`src/rtl/dmem_arbiter.sv`:
```
// Data-memory arbiter: the pipeline MEM stage has priority, and the external
// loader/debug master gets a forced grant after MAX_WAIT consecutive denials.
module dmem_arbiter #(
    parameter int DATA_W     = 32,
    parameter int DM_ADDRESS = 9,
    parameter int MAX_WAIT   = 4
) (
    input  logic                  clk,
    input  logic                  reset,
    input  logic                  p_re,
    input  logic                  p_we,
    input  logic [DM_ADDRESS-1:0] p_addr,
    input  logic [DATA_W-1:0]     p_wdata,
    input  logic [2:0]            p_funct3,
    output logic [DATA_W-1:0]     p_rdata,
    output logic                  p_stall,
    input  logic                  x_req,
    input  logic                  x_we,
    input  logic [DM_ADDRESS-1:0] x_addr,
    input  logic [DATA_W-1:0]     x_wdata,
    input  logic [2:0]            x_funct3,
    output logic                  x_gnt,
    output logic                  x_rvalid,
    output logic [DATA_W-1:0]     x_rdata,
    output logic                  m_re,
    output logic                  m_we,
    output logic [DM_ADDRESS-1:0] m_addr,
    output logic [DATA_W-1:0]     m_wdata,
    output logic [2:0]            m_funct3,
    input  logic [DATA_W-1:0]     m_rdata
);
    localparam int CNT_W = $clog2(MAX_WAIT + 1);
    localparam logic [CNT_W-1:0] CNT_MAX = CNT_W'(MAX_WAIT);

    typedef enum logic [1:0] {P_PRI, X_FORCE, COOLDOWN} state_t;

    state_t             state_q, state_d;
    logic [CNT_W-1:0]   wait_cnt_q, wait_cnt_d, cnt_inc;
    logic               x_rvalid_q;
    logic [DATA_W-1:0]  x_rdata_q;
    logic               p_req;

    assign p_req   = p_re | p_we;
    assign cnt_inc = wait_cnt_q + CNT_W'(1);

    // In X_FORCE, X wins whenever it is still requesting; otherwise P wins.
    assign x_gnt   = ~reset & x_req & ((state_q == X_FORCE) | ~p_req);
    assign p_stall = x_gnt & p_req;

    // A simultaneous p_re/p_we is treated as a store, so the read is suppressed.
    assign m_re     = ~reset & (x_gnt ? ~x_we : (p_re & ~p_we));
    assign m_we     = ~reset & (x_gnt ? x_we : p_we);
    assign m_addr   = x_gnt ? x_addr   : p_addr;
    assign m_wdata  = x_gnt ? x_wdata  : p_wdata;
    assign m_funct3 = x_gnt ? x_funct3 : p_funct3;
    assign p_rdata  = m_rdata;

    assign x_rvalid = x_rvalid_q;
    assign x_rdata  = x_rdata_q;

    always_comb begin
        state_d    = state_q;
        wait_cnt_d = '0;
        case (state_q)
            P_PRI: begin
                if (x_req && p_req) begin
                    if (cnt_inc == CNT_MAX) state_d = X_FORCE;
                    else                    wait_cnt_d = cnt_inc;
                end
            end
            X_FORCE: state_d = COOLDOWN;
            default: state_d = P_PRI;
        endcase
    end

    always_ff @(posedge clk or posedge reset) begin
        if (reset) begin
            state_q    <= P_PRI;
            wait_cnt_q <= '0;
            x_rvalid_q <= 1'b0;
            x_rdata_q  <= '0;
        end else begin
            state_q    <= state_d;
            wait_cnt_q <= wait_cnt_d;
            x_rvalid_q <= x_gnt & ~x_we;
            if (x_gnt && !x_we) x_rdata_q <= m_rdata;
        end
    end
endmodule

```
`config.mk`:
```
export PLATFORM = sky130hd
export DESIGN_NAME = dmem_arbiter
export DESIGN_NICKNAME = d
export VERILOG_FILES = /design/src/rtl/dmem_arbiter.sv
export SDC_FILE = /design/constraint.sdc
export NUM_CORES = 1
export LEC_CHECK = 0
export ABC_AREA = 1
export CAP_MARGIN = 20
export CORE_ASPECT_RATIO = 0.9
export CORE_MARGIN = 2
export CORE_UTILIZATION = 28
export CTS_BUF_LIST = sky130_fd_sc_hd__clkbuf_4 sky130_fd_sc_hd__clkbuf_8 sky130_fd_sc_hd__clkbuf_16
export CTS_CLUSTER_SIZE = 40
export DETAILED_ROUTE_END_ITERATION = 8
export GPL_TIMING_DRIVEN = 0
export PLACE_DENSITY = 0.79
export RECOVER_POWER = 100
export SETUP_SLACK_MARGIN = 0.1
export SYNTH_ARGS = -nofsm -noshare
export SYNTH_HDL_FRONTEND = slang
export SYNTH_SLANG_ARGS = --single-unit
```
`constraint.sdc`:
```
create_clock -name clk -period 1.18 [get_ports clk]
set_input_delay 0.118 -clock clk [delete_from_list [all_inputs] [get_ports clk]]
set_output_delay 0.118 -clock clk [all_outputs]
set_load 0.02 [all_outputs]
```
Word-level counts from Yosys, hierarchy flattened. Index checks and enable logic that the tools add are counted.

Reductions and logical operators: 5. Add/subtract/negate cells: 1. Bitwise operators: 13. Muxes and demuxes: 11. Eq/ne operators: 4.

Operator list (count): $mux 32 (1); $mux 3 (4); $mux 9 (1); $and 1x1->1 (7); $mux 2 (2); $ne 2x2->1 const B (2); $not 1->1 (4); $pmux 2 s2 (1); $add 3x1->3 const B (1); $eq 3x3->1 const B (1); $eq 2x1->1 const B (1); $logic_and 1x1->1 (2); $logic_not 2->1 (1); $mux 1 (2); $or 1x1->1 (2); $reduce_and 2->1 (1); $logic_not 1->1 (1).

Bits in registers: 38. Output and inout port bits: 113. Logic and storage cells: 38.

Longest topological paths before layout.
Depth in word-level cells: 6. Gate-level depth with buffers: 8.

Worst setup path before layout. OpenSTA, ideal clock, no wires.

Path type: input port to output port. Start point: in reset. End point: out m_we. Path buffers: 0. Slack: -0.293 ns. Data arrival time: 1.355 ns. Stages on the path: 3. Cells stage by stage: inv_1 -> nand2_1 -> nor2_1.

Cells in the longest elaborated chain, start to end: 5.

Ends and longest elaborated chain: start, declared (RTL line 9) `input logic reset,`; $not 1->1 (*) (RTL line 47, 52); $and 1x1->1 (2 in a row) (RTL line 47) `assign x_gnt = ~reset & x_req & ((state_q == X_FORCE) | ~p_req);`; $mux 1 (RTL line 52) `assign m_we = ~reset & (x_gnt ? x_we : p_we);`; $and 1x1->1 (*) (RTL line 52); end, declared (RTL line 26) `output logic m_we,`.

Every way passes the cells marked *; elsewhere a longest branch is shown, timed or not.

Worst setup path after layout.
Start point: reg state_q[1]. End point: out m_re.

Cells in the longest elaborated chain, start to end: 5.

Ends and longest elaborated chain: start, declared (RTL line 37) `state_t state_q, state_d;`; start signal, assigned (RTL line 83) `state_q <= state_d;`; $eq 2x1->1 (RTL line 47); $or 1x1->1 (RTL line 47); $and 1x1->1 (RTL line 47); $mux 1 (RTL line 51) `assign m_re = ~reset & (x_gnt ? ~x_we : (p_re & ~p_we));`; $and 1x1->1 (RTL line 51); end, declared (RTL line 25) `output logic m_re,`.

Every way passes these cells.

==> run summary <==
Synth Flop Type: dfrtp_1
Crit Path Max Fanout: 4
Total global-route track usage: 22.33%
Detailed-placement wirelength estimate: 8.356 mm
Initial antenna violation count: 0
P_leak: 2.781 nW
Fmax: 607.3 MHz
Port buffer count: 238
Total number of vias: 3,391
Top cell type by total area after synthesis: dfrtp_1
Initial DRT Pass Iterations: 4
Failing checks: setup timing
Place WS: -1.448 ns
Share of the synthesized area in the top cell type: 38.31%
Crit share post-route: 139.5%
Clock tree buffer depth: 2
Cell area power density: 866.2 nW/um2
Maximum vdd drop: 489.8 uV
CP required: 1.06 ns
Core footprint: 8608 um2
Mapped Cells: 360
Area contributors post-synth: dfrtp_1, nand2_1, buf_4
M2 GR Usage: 41.72%
Crit. Startpoint: state_q[1]
Clk root buf: clkbuf_8
GRT Residual Overflow: 0
Busiest grt layer: met2
Synth Warn #: 0
Setup CP Type: reg -> out
RePlAce Congestion: 0.8403
Antenna Nets Post-Route: 0
FFs w/ async S/R, synth: 100.0%
Vias in the first global route: 3,551
Tmin final: 1.647 ns
Worst hold margin: 0.1366 ns
Commonest cells in the netlist: nand2_1, dfrtp_1, buf_4
Drt drc: 0
WP data arrival: 1.53 ns
Starting Density: 28.84%
# setup viols final: 83
CTS tree: yes
Distinct cells, synth: 22
Area grow syn2layout: 127.8%
Synth Net Count: 488
Final number of hold-violating endpoints: 0
IO Pins: 239
Fin Setup TNS: -29.19 ns
Reg2reg start: state_q[1]
GR met1 Demand/Resource: 24.42%
CTS clock-pin slew for the worst setup and hold paths: 0.08 ns
Sink Count: 38
Total chip power: 4.899 mW
Per-cell routed wire length: 14.88 um
Die H: 93.33 um
Layout cells sized above 1: 38.83%
DR vias/cell: 4.521
Worst setup SP type: flip-flop
Most numerous cell in the Yosys netlist: nand2_1
Post-synthesis instance area: 2482 um2
Die Wd: 103.3 um
Mapped Avg Cell Area: 6.896 um2
H-tree depth: 2
Finished Core Util: 65.70%
Total Wirelength: 11.16 mm
RSZ-0062 raised after global routing: true
CP Capture Type: output port
#FFs+latches synth: 38
DR iter-0 viols: 87
Worst Skew: 0.004304 ns
Maxcap violations: 0
Antenna cell count: 0
CTS buffer count: 5
Die area: 9636 um2
Pin count of the biggest net entering global routing: 20
Register area share after synthesis: 38.31%
Status: finished with violations
First-pass GRT wire length: 16.92 mm
M3 GR Usage: 5.306%
Total Nets Final: 758
Clock Latency Late Sink: 0.28 ns
Max-slew headroom: 38.64%
Slew @ Worst Pin: 0.9153 ns
Final Max Slew Viols: 0
EDFF count, synth: 0
Setup ws final: -0.4666 ns
Num rows: 32
Worst Hold Class: in -> async
-- report_power, final --
group	switching, mW	internal (mW)
Combinational	1.23	1.08
Clock	0.461	0.470
Sequential	0.126	1.53
-- path summary, 6_finish.rpt --
kind	to	slack, ns	cells after the start
setup / recovery	m_re	-0.47	9
hold / removal	x_rdata[3]	0.14	2
setup reg to reg	x_rdata[15]	-0.38	11
hold reg to reg	x_rdata[12]	0.48	2
max in group asynchronous	x_rdata[18]	0.39	2
min in group clk	wait_cnt_q[1]	0.35	5
-- metal layers --
layer  share of wire, %  routed length (um)  up-vias
met3                7.1                 796       24
met2                 54                6011      150
met4                2.7                 302        0
li1                   -                   -     1642
met5                  0                   0        -
met1                 36                4048     1575
-- critical path, cell delays in order, from the launching register on --
cell and delay (ns):
dfrtp_1 0.38, inv_1 0.07, nand2_2 0.09, nand2_8 0.09, buf_4 0.12, buf_6 0.10, nand3_4 0.08, buf_6 0.14
nand2_2 0.06, buf_6 0.11
-- through the flow --
step / cell area [um2] / cells
2_1_floorplan: 2734 / 360
3_3_place_gp: 5265 / 717
3_5_place_dp: 5265 / 717
4_1_cts: 5660 / 748
5_1_grt: 5655 / 750
6_report: 5655 / 750
-- placed cells by master, fill, tap and decap left out, types with 6 or more instances in the layout --
master / count
clkdlybuf4s50_1: 123
nand2_1: 109
buf_4: 59
nand2_2: 58
clkbuf_1: 56
buf_6: 47
nand2_4: 40
dfrtp_1: 38
nand4_1: 32
clkdlybuf4s15_1: 12
inv_1: 7
clkbuf_8: 6
-- cells by family after synthesis --
kind of cell	share of synthesized area [%]
simple gates	43.70
fa+ha+maj	1.008
flops	38.31
buf+inv	16.58
compound gates	0.4032
-- state kept, by name, summed over array words and instances, names as in the netlist --
name        flops
state_q         2
x_rvalid        1
wait_cnt_q      3
x_rdata        32
-- repair_timing --
action                                  in CTS  in global routing
hold buffers                                 0                  0
cloned                                       7                  1
endpoints found under the setup margin     148                113
resized for setup                          533                 91
pin swaps                                   12                 12
setup buffers                               17                  2
-- layout make-up --
class                   instances  area, um2
clock buffers                   6      82.58
clock inverters                 2      12.51
multi-input cells             259       1638
plain buffers                  51      429.2
repair buffers                260       2316
fillers                       745       2953
repair inverters                3      16.27
inverters                      12      61.31
flip-flops and latches         38      950.9
well taps                     119      148.9
(Power assumes the default switching activity.)
